==> src/rtl/arm_mem_pkg.sv <==
// Shared definitions for the MEM-stage SRAM controller.
// Contents:
//   state_e         controller FSM states (IDLE, ACCESS, DONE)
//   ADDR_BASE_DEF   default byte address mapped to SRAM word 0
//   WAIT_CYCLES_DEF default number of SRAM access cycles per transaction
//   CNT_W           width of the wait-state counter (covers 1..15 wait cycles)
//   STROBE_ON/OFF   levels of the active-low SRAM strobes
package arm_mem_pkg;

  typedef enum logic [1:0] {
    IDLE   = 2'd0,
    ACCESS = 2'd1,
    DONE   = 2'd2
  } state_e;

  localparam logic [31:0] ADDR_BASE_DEF   = 32'd1024;
  localparam int unsigned WAIT_CYCLES_DEF = 5;
  localparam int unsigned CNT_W           = 4;

  localparam logic STROBE_ON  = 1'b0;
  localparam logic STROBE_OFF = 1'b1;

endpackage

==> src/rtl/mem_wait_counter.sv <==
// Loadable down-counter that times the SRAM wait states.
// Ports:
//   clk, rst_n  clock and asynchronous active-low reset
//   load        load load_val (has priority over en)
//   en          decrement by one; holds at zero
//   load_val    value loaded on load
//   cnt         current count
//   zero        cnt == 0
module mem_wait_counter
  import arm_mem_pkg::*;
(
  input  logic             clk,
  input  logic             rst_n,
  input  logic             load,
  input  logic             en,
  input  logic [CNT_W-1:0] load_val,
  output logic [CNT_W-1:0] cnt,
  output logic             zero
);

  logic [CNT_W-1:0] cnt_d;
  logic [CNT_W-1:0] cnt_q;

  always_comb begin
    cnt_d = cnt_q;
    if (load) begin
      cnt_d = load_val;
    end else if (en && (cnt_q != '0)) begin
      cnt_d = cnt_q - 1'b1;
    end
  end

  // NOTE: sequential state is updated with non-blocking assignments only, so
  // every flop samples the pre-edge values regardless of process ordering.
  always_ff @(posedge clk or negedge rst_n) begin
    if (!rst_n) begin
      cnt_q <= '0;
    end else begin
      cnt_q <= cnt_d;
    end
  end

  assign cnt  = cnt_q;
  assign zero = (cnt_q == '0);

endmodule

==> src/rtl/mem_stage_sram_ctrl.sv <==
// MEM-stage controller for an external asynchronous SRAM.
// Accepts a load/store from the EXE/MEM register, runs a multi-cycle SRAM
// access with WAIT_CYCLES wait states and holds ready low (pipeline freeze)
// until the access has completed.
// Ports:
//   clk, rst_n            clock and asynchronous active-low reset
//   Mem_R_EN, Mem_W_EN    load / store request (store wins if both)
//   addr, wdata           byte address and store data
//   rdata                 load data, valid while ready=1 after a read
//   ready                 MEM stage may advance (freeze = ~ready)
//   SRAM_ADDR             SRAM word address
//   SRAM_DQ_O/_I/_OE      data pad out / in / output enable
//   SRAM_CE_N/_OE_N/_WE_N active-low SRAM strobes
module mem_stage_sram_ctrl
  import arm_mem_pkg::*;
#(
  parameter int unsigned WAIT_CYCLES = WAIT_CYCLES_DEF,
  parameter int unsigned ADDR_W      = 18,
  parameter logic [31:0] ADDR_BASE   = ADDR_BASE_DEF
) (
  input  logic              clk,
  input  logic              rst_n,
  input  logic              Mem_R_EN,
  input  logic              Mem_W_EN,
  input  logic [31:0]       addr,
  input  logic [31:0]       wdata,
  output logic [31:0]       rdata,
  output logic              ready,
  output logic [ADDR_W-1:0] SRAM_ADDR,
  output logic [31:0]       SRAM_DQ_O,
  input  logic [31:0]       SRAM_DQ_I,
  output logic              SRAM_DQ_OE,
  output logic              SRAM_CE_N,
  output logic              SRAM_OE_N,
  output logic              SRAM_WE_N
);

  localparam logic [CNT_W-1:0] LOAD_VAL = CNT_W'(WAIT_CYCLES - 1);

  state_e            state_d, state_q;
  logic              op_write_d, op_write_q;
  logic [ADDR_W-1:0] sram_addr_d, sram_addr_q;
  logic [31:0]       dq_o_d, dq_o_q;
  logic [31:0]       rdata_d, rdata_q;

  logic             req;
  logic             start;
  logic             in_access;
  logic [CNT_W-1:0] cnt;
  logic             cnt_zero;

  assign req       = Mem_R_EN | Mem_W_EN;
  assign start     = (state_q == IDLE) && req;
  assign in_access = (state_q == ACCESS);

  mem_wait_counter u_wait_counter (
    .clk      (clk),
    .rst_n    (rst_n),
    .load     (start),
    .en       (in_access),
    .load_val (LOAD_VAL),
    .cnt      (cnt),
    .zero     (cnt_zero)
  );

  // Next-state, latches and ready.
  // NOTE: every signal assigned in an always_comb gets a default first, so no
  // path leaves it unassigned and no latch is inferred.
  always_comb begin
    state_d     = state_q;
    op_write_d  = op_write_q;
    sram_addr_d = sram_addr_q;
    dq_o_d      = dq_o_q;
    rdata_d     = rdata_q;
    ready       = 1'b0;

    unique case (state_q)
      IDLE: begin
        ready = ~req;
        if (req) begin
          state_d     = ACCESS;
          op_write_d  = Mem_W_EN;
          // Modulo-2^32 subtract; addresses below the base wrap into the
          // top of the SRAM rather than being rejected.
          sram_addr_d = ADDR_W'((addr - ADDR_BASE) >> 2);
          dq_o_d      = wdata;
        end
      end
      ACCESS: begin
        if (cnt_zero) begin
          state_d = DONE;
          if (!op_write_q) begin
            rdata_d = SRAM_DQ_I;
          end
        end
      end
      DONE: begin
        ready   = 1'b1;
        state_d = IDLE;
      end
      default: begin
        state_d = IDLE;
      end
    endcase
  end

  // NOTE: the address/data latches are reset as well as the FSM, so the pads
  // and rdata come up at a known value instead of X until the first access.
  always_ff @(posedge clk or negedge rst_n) begin
    if (!rst_n) begin
      state_q     <= IDLE;
      op_write_q  <= 1'b0;
      sram_addr_q <= '0;
      dq_o_q      <= '0;
      rdata_q     <= '0;
    end else begin
      state_q     <= state_d;
      op_write_q  <= op_write_d;
      sram_addr_q <= sram_addr_d;
      dq_o_q      <= dq_o_d;
      rdata_q     <= rdata_d;
    end
  end

  // Strobes decode straight from the state register, so an asynchronous
  // reset drops them immediately. WE_N rises in the last ACCESS cycle to
  // give the SRAM a data-hold cycle while DQ_OE is still driven.
  always_comb begin
    SRAM_CE_N  = STROBE_OFF;
    SRAM_OE_N  = STROBE_OFF;
    SRAM_WE_N  = STROBE_OFF;
    SRAM_DQ_OE = 1'b0;
    if (in_access) begin
      SRAM_CE_N = STROBE_ON;
      if (op_write_q) begin
        SRAM_DQ_OE = 1'b1;
        if (cnt != '0) begin
          SRAM_WE_N = STROBE_ON;
        end
      end else begin
        SRAM_OE_N = STROBE_ON;
      end
    end
  end

  assign SRAM_ADDR = sram_addr_q;
  assign SRAM_DQ_O = dq_o_q;
  assign rdata     = rdata_q;

endmodule

==> config.mk <==
export PLATFORM = sky130hd
export DESIGN_NAME = mem_stage_sram_ctrl
export DESIGN_NICKNAME = d
export VERILOG_FILES = /design/src/rtl/arm_mem_pkg.sv /design/src/rtl/mem_wait_counter.sv /design/src/rtl/mem_stage_sram_ctrl.sv
export SDC_FILE = /design/constraint.sdc
export NUM_CORES = 1
export LEC_CHECK = 0
export CORE_UTILIZATION = 44
export CTS_BUF_LIST = sky130_fd_sc_hd__clkbuf_4 sky130_fd_sc_hd__clkbuf_8
export DETAILED_ROUTE_END_ITERATION = 6
export PLACE_DENSITY = 0.87
export SLEW_MARGIN = 10
export SYNTH_ARGS = -nofsm -noshare
export SYNTH_HDL_FRONTEND = slang
export SYNTH_SLANG_ARGS = --single-unit
==> constraint.sdc <==
create_clock -name clk -period 4.5 [get_ports clk]
set_input_delay 0.9 -clock clk [delete_from_list [all_inputs] [get_ports clk]]
set_output_delay 0.9 -clock clk [all_outputs]
set_load 0.005 [all_outputs]
==> metrics <==
run status=complete, no violations; Leakage=0.00265 uW; crit path capture type=output port; post-CTS setup buffers=0; Skew-Pair Late Insertion Delay=360 ps; Fmax=325 MHz; WL final=9.15 mm; die span in x=93.3 um; Cell Pwr Density=672 mW/mm2; Max-Slew Margin vs Limit=0.313; Critical Path AT=2180 ps; final slew viol count=0; cts repair resizes=0; I/O pin total=187; Worst-path clk slew=90 ps; crit-path max FO=3; Pre-antenna DRT Iters=6; Layout area overhead=53.8%; vias in the first global route=2931; share of layout cells above drive strength 1=0.112; CTS Sinks=89; CTS tree=done; setup TNS=0 ps; CTS Hold Bufs=0; initial antenna violation count=0; CTS H-tree depth=3; CP Class=in -> out; max incr delay on CP=530 ps; Initial DRC Count=102; CP most frequent cell=nor2_1; most frequent cells in the layout=171 x clkdlybuf4s50_1, 136 x nand2_1, 89 x dfrtp_1, 30 x mux2_4, 10 x o21ai_0; WHS=481 ps; Final Net Count=599; max-cap violations=0; Adder-Cell Fraction of Synth Area=0.00683; largest net degree at the start of global routing=63; clk buf depth=2; routability cong.=0.749; post-route minimum period=3080 ps; FP Rows=32; largest family of logic cells by synthesized area=simple AND/OR/NAND/NOR gates; Wirelength per Cell=15.2 um; CTS Root Cell=clkbuf_8; Synth Cell Area=0.00367 mm2; Final Hold Fails=0; Top Family by Delay on Critical Path=buffers and inverters; #FFs+latches synth=89; Initial Util=0.465; RSZ-0062 raised after global routing=no; chip height=93.3 um; # DRC=0; simple-gate share of the synthesized area=0.180; sequential-to-total area share from yosys stat=0.608; Core Area=0.00789 mm2; post-synthesis mux area share=0.132; Setup violations, final=0; skew final=14.1 ps; Critical Path RT=3600 ps; Avg Vias per Cell=4.83; Peak VDD IR=0.320 mV; # fillers=569; total vias in the final route=2911; cts bufs inserted=9; DRT antenna net count=0; most common cell after layout, fill and taps aside=clkdlybuf4s50_1; port buffer count=172; Yosys warning count=0; Worst-Margin Slew=1030 ps; first-pass GRT wire length=14.6 mm; Final period util=0.684; critical path, cell by cell=clkdlybuf4s50_1 > nor2_1 > nor2_1 > nor2_1 > clkdlybuf4s50_1; GRT Util Overall=0.220; Worst setup SP type=input pin; Synth Area in Compound Gates=0.0195; Yosys top cell area share=0.608; Critical path buffers and inverters=2; gr ovfl total=0; DP Wirelength=6.55 mm; Post-Syn Instances=327; power after layout=3790 uW; die area=0.00870 mm2; CP max stage cell=clkdlybuf4s50_1; Diodes inserted=0; Avg Cell Area, Syn=11.2 um2; synth unique cells=28; largest cells by area after synthesis=dfrtp_1 61%, nand2_1 14%, mux2_4 12%; Post-Synth XOR/XNOR Area=0.0191; Yosys top cell by area=dfrtp_1; synthesized net count=429; Hold WC Path Type=reg -> reg
flip-flops by register name (all words and copies together) (netlist names):
name / count
SRAM_DQ_O: 32
SRAM_ADDR: 18
u_wait_counter.cnt: 4
rdata: 32
state_q: 2
op_write_q: 1
kinds of logic after synthesis:
| logic type | after synthesis |
|---|---|
| mux | 33 |
| simple gates | 162 |
| flops | 89 |
| xor+xnor | 8 |
| buf+inv | 20 |
| compound gates | 13 |
| fa+ha+maj | 2 |
where the power goes:
group | leakage (uW) | switching [uW] | internal (uW)
Combinational | 0.00147 | 658 | 1110
Clock | 0.000102 | 291 | 313
Sequential | 0.00107 | 224 | 1200
Total | 0.00265 | 1170 | 2620
cell usage after synthesis, drive strengths merged:
| cell type | number |
|---|---|
| nand2 | 136 |
| dfrtp | 89 |
| mux2 | 32 |
| clkbuf | 11 |
| o21ai | 10 |
| nor2 | 8 |
| xnor2 | 7 |
| inv | 5 |
| buf | 4 |
| nand2b | 3 |
| nor3 | 3 |
| a31oi | 2 |
| ha | 2 |
| nand3 | 2 |
| nor4 | 2 |
| or3 | 2 |
| a311oi | 1 |
| and2 | 1 |
| and2b | 1 |
| mux2i | 1 |
| nor2b | 1 |
| nor4b | 1 |
| or3b | 1 |
| or4 | 1 |
| xor2 | 1 |
per-stage QoR:
stage                     cells  utilization  instance area (um2)  worst slack, ps
after floorplan             327            -                 3670             2390
after global placement      588        0.688                 5420             1410
after detailed placement    588        0.688                 5420             1420
after CTS                   603        0.715                 5640             1410
after global routing        603        0.715                 5640             1330
final                       603        0.715                 5640             1420
layer usage:
metal / up-vias / wire length (um) / track usage
li1: 1381 / - / -
met1: 1386 / 3800 / 0.266
met2: 126 / 4380 / 0.360
met3: 18 / 744 / 0.0691
met4: 0 / 221 / 0.0974
met5: - / 0 / 0
worst paths after layout:
kind / startpoint / endpoint / slack [ps] / cells after the start
min in group asynchronous: rst_n / rdata[25]$_DFFE_PN0P_ / 530 / 1
min reg2reg: SRAM_DQ_O[13]$_DFFE_PN0P_ / SRAM_DQ_O[13]$_DFFE_PN0P_ / 480 / 2
min: SRAM_DQ_O[13]$_DFFE_PN0P_ / SRAM_DQ_O[13]$_DFFE_PN0P_ / 480 / 2
max: Mem_W_EN / ready / 1420 / 5
max reg2reg: u_wait_counter.cnt[0]$_DFFE_PN0P_ / rdata[11]$_DFFE_PN0P_ / 1980 / 5
max in group asynchronous: rst_n / rdata[19]$_DFFE_PN0P_ / 2970 / 2
worst register-to-register path: cells and delay by family, from the launching register on:
kind / cells / cell delay (ps)
adder cells (fa/ha/maj): 1 / 200
buffers and inverters: 1 / 100
flip-flops: 1 / 390
multiplexers: 1 / 460
AND/OR/NAND/NOR: 2 / 1270
cell type report:
class,instances,area [um2],area share
clock buffer,9,124,0.0220
clock inverter,6,92.6,0.0164
inverter,5,18.8,0.00333
multi-input combinational,218,1320,0.233
sequential,89,2230,0.395
tap,102,128,0.0226
timing repair buffer,174,1730,0.308
Note: power is estimated with default switching activity, not from simulation.
==> edit 1, RTL diff (same settings) <==
The parameter `ADDR_W` goes from 18 to 22.
--- a/src/rtl/mem_stage_sram_ctrl.sv
+++ b/src/rtl/mem_stage_sram_ctrl.sv
@@ -16,5 +16,5 @@
 #(
   parameter int unsigned WAIT_CYCLES = WAIT_CYCLES_DEF,
-  parameter int unsigned ADDR_W      = 18,
+  parameter int unsigned ADDR_W      = 22,
   parameter logic [31:0] ADDR_BASE   = ADDR_BASE_DEF
 ) (
Interface: changed (resized SRAM_ADDR); port bits go from 187 to 191. No check against the original RTL was run, so the function may have changed too.
==> edit 1 against the original RTL <==
- sequential cell count is 4 higher
- via count is 6.0% higher
- final area is 5.4% higher
- total power is 2.0% higher
- sequential share of layout area is 0.34 points lower
- highest routed layer unchanged
- first-iteration DRC count stayed put
- global-route usage is 0.85 points lower
- combinational power is 2% higher
- synthesized area is 6.2% higher
- worst setup slack worse by 14 ps
- wire length is 2.9% higher
- critical path depth stayed put
==> edit 1: results (changes against the original RTL) <==
- Number of global-route vias before repair: 3155 (+7.6%)
- Total track usage: 21.1% (-0.85 points)
- Endpoint, Worst Hold: SRAM_DQ_O[5]
- VDD IR max: 0.430 mV (+34%)
- Post-route insts no fill: 641 (+6.3%)
- Post-synth net total: 457 (+6.5%)
- Placed cell count: 625 (+6.3%)
- PortBufs: 180 (+4.7%)
- Final WL: 9420 µm (+2.9%)
- First-pass GRT wire length: 14800 µm (+1.8%)
- Hold WS: 479 ps (-1.65 ps)
- Top post-synthesis cells by area: dfrtp_1 60%, nand2_1 14%, mux2_4 12%
- Fill cell count: 610 (+7.2%)
- GP Congestion: 0.851 (+14%)
- Avg Cell Area, Syn: 11.0 µm² (-2.2%)
- Share of cells above drive strength 1: 10.3% (-0.92 points)
- Max-slew headroom: 23.8% (-7.5 points)
- Status: complete, no violations
- DR pass1 iterations: 4 (-2)
- Hold Crit Start: SRAM_DQ_O[5]
- Vias/cell: 4.81 (-0.31%)
- RR Endpoint: rdata[7]
- Most instantiated cells after synthesis: 142 x nand2_1, 93 x dfrtp_1, 30 x mux2_4
- P_leak: 2.79 nW (+5.3%)
- Sw power: 1.17 mW (-0.11%)
## edit 1: cell count changes after synthesis, sizes merged, moves of 4 or more
| cell | change |
|---|---|
| dfrtp | +4 |
| nand2 | +6 |
| o21ai | +4 |
| xor2 | +10 |
## edit 1: layout make-up
| type | instances | area share [%] |
|---|---|---|
| clock inverter | 3 | 0.716 |
| sequential | 93 | 39.2 |
| multi-input combinational | 240 | 24.1 |
| inverter | 5 | 0.316 |
| tap | 105 | 2.21 |
| clock buffer | 13 | 2.91 |
| timing repair buffer | 182 | 30.6 |
## edit 1: worst max path at each step
stage                     endpoint  slack (ps)  cells after the start
after floorplan              ready        2420                      3
final                        ready        1410                      5
after CTS                    ready        1410                      5
after detailed placement     ready        1420                      5
after global placement       ready        1400                      5
after global routing         ready        1330                      5
## edit 1: cells by family after synthesis
| family | Yosys count | share of synthesized area [%] |
|---|---|---|
| compound gates | 15 | 1.96 |
| xor+xnor | 15 | 3.37 |
| fa+ha+maj | 2 | 0.643 |
| buf+inv | 22 | 3.60 |
| flops | 93 | 59.8 |
| mux | 32 | 12.2 |
| simple gates | 176 | 18.5 |
## edit 1: through the flow
stage	area [µm²]	worst slack [ps]
after floorplan	3890	2420
after global placement	5720	1400
after detailed placement	5720	1420
after CTS	5940	1410
after global routing	5940	1330
final	5940	1410
## edit 1: routing by layer
metal | vias to the layer above | track usage [%] | routed length [µm]
met5 | - | 0 | 0
met3 | 14 | 8.53 | 1050
met2 | 136 | 34.3 | 4380
met4 | 0 | 7.96 | 148
li1 | 1485 | - | -
met1 | 1450 | 25.1 | 3840
## edit 1: critical path: stages
cell             delay, ps
clkdlybuf4s50_1        420
nor2_1                 200
nor2_1                  60
nor2_1                  90
clkdlybuf4s50_1        520
==> edit 2, RTL diff (same flow settings) <==
Without the edit above. Take the reset off `sram_addr_q` and `rdata_q` and load them in a clocked block of their own.
--- a/src/rtl/mem_stage_sram_ctrl.sv
+++ b/src/rtl/mem_stage_sram_ctrl.sv
@@ -111,14 +111,15 @@
       state_q     <= IDLE;
       op_write_q  <= 1'b0;
-      sram_addr_q <= '0;
       dq_o_q      <= '0;
-      rdata_q     <= '0;
     end else begin
       state_q     <= state_d;
       op_write_q  <= op_write_d;
-      sram_addr_q <= sram_addr_d;
       dq_o_q      <= dq_o_d;
-      rdata_q     <= rdata_d;
     end
+  end
+
+  always_ff @(posedge clk) begin
+    sram_addr_q <= sram_addr_d;
+    rdata_q     <= rdata_d;
   end
 
Formal check against the unedited RTL: not equivalent (a bounded check fails within 4 cycles, from zero or initial values and one cycle with rst_n low).
==> edit 2 against the original RTL <==
- final area is 6.1% lower
- worst hold slack improved by 29 ps
- worst setup slack lost 80 ps
- count of clock-buffer cells in the layout unchanged
- sequential cell count unchanged
- synthesized area down 12%
- combinational power decreased by 40%
- wire length decreased by 11%
- register-to-register slack better by 380 ps
- total power shrank 23%
- largest power group is now sequential cells
==> edit 2: results (changes against the original RTL) <==
- Logic inverters: 7 (+2)
- Net Sw Frac: 26.9% (-4.1 points)
- Pre-CTS worst setup slack: 1360 ps (-57.7 ps)
- Top post-synthesis cells by area: edfxtp_1 46%, dfrtp_1 30%, mux2_2 11%
- WL met3: 777 µm (+4.4%)
- Met1 Resource Use GR: 24.1% (-2.5 points)
- Clock skew: 16.1 ps (+2.05 ps)
- Final non-clock buffer share: 32.9% (+2.2 points)
- Reg2Reg Depth: 4 (-1)
- Top Family by Delay on Critical Path: simple AND/OR/NAND/NOR gates
- Clk tree area frac: 4.23% (+0.39 points)
- Metal1 wirelength: 2900 µm (-24%)
- CP max stage cell: or3b_2
- Met2 WL: 4340 µm (-0.87%)
- Worst r2r src: state_q[0]
- Total track usage: 22.0% (+0.033 points)
- Status: complete, no violations
- Number of diodes: 0 (unchanged)
- Number of sequential cells: 89 (unchanged)
- Pin count of the biggest net entering global routing: 47 (-25%)
- DP HPWL: 6000 µm (-8.3%)
- Critical path launch point: u_wait_counter.cnt[0]
- Clk pwr: 0.610 mW (+1%)
- CP Data Arrival Time: 2260 ps (+80 ps)
- Register share of total power: 42.9% (+5.4 points)
- Xor/xnor share of the synthesized area: 2.17% (+0.26 points)
- RR Endpoint: rdata[25]
- Final layout net count: 462 (-23%)
- Multi-input gate count: 79 (-64%)
- GP Congestion: 0.709 (-5.3%)
- Worst hold stages: 1 (-1)
- Post-synth net total: 283 (-34%)
- Crit path to: SRAM_WE_N
- Share of cells above drive strength 1: 15.6% (+4.4 points)
- Endpoint, Worst Hold: SRAM_DQ_O[31]
- Max-slew headroom: 41.1% (+9.7 points)
- Multiplexer area fraction after synthesis: 11.8% (-1.4 points)
- P_leak: 2.01 nW (-24%)
- First-pass GRT wire length: 12100 µm (-17%)
- Number of global-route vias before repair: 2318 (-21%)
- CP max stage delay: 570 ps (+40 ps)
- Seq/total area: 46.8% (+7.3 points)
- Hold Crit Start: SRAM_DQ_O[31]
- Synth Flop Type: edfxtp_1
- Multi-input combinational area share: 13.3% (-10 points)
- Remaining DRCs: 0 (unchanged)
- Register area share after synthesis: 76.7% (+16 points)
- Fill cell count: 422 (-26%)
- Final WL: 8140 µm (-11%)
- Post-Synth Adder-Cell Area: 0.774% (+0.092 points)
- Crit-path max FO: 8 (+5)
- Routed via count: 2224 (-24%)
- Compound-cell area share of the yosys netlist: 1.78% (-0.16 points)
- DR pass1 iterations: 4 (-2)
- Most instantiated cells after synthesis: 50 x edfxtp_1, 39 x dfrtp_1, 33 x mux2_2
edit 2: cell types whose count changed after synthesis, sizes merged, moves of 8 or more:
cell	change
clkbuf	-10
dfrtp	-50
edfxtp	+50
o21ai	-8
nand2	-135
edit 2: logic make-up after synthesis:
| group | count (synthesis) |
|---|---|
| flops | 89 |
| mux | 34 |
| simple gates | 26 |
| buf+inv | 13 |
| compound gates | 9 |
| xor+xnor | 8 |
| fa+ha+maj | 2 |
edit 2: worst register-to-register path: stages, from the launching register on:
cell and delay [ps]:
dfrtp_1 430, nor2b_1 610, nand2b_1 220, nor2_2 160
buf_4 370
edit 2: stage by stage:
step                area, µm²  cells  power, mW  util (%)  hold slack, ps
finish                   5290    461       2.93      76.2             510
global route             5290    461       3.08      76.2             531
CTS                      5290    461       2.96      76.2             514
detailed placement       5070    445       2.34      73.0             496
global placement         5070    445       2.29      73.0             490
floorplan                3230    181       1.67         -             505
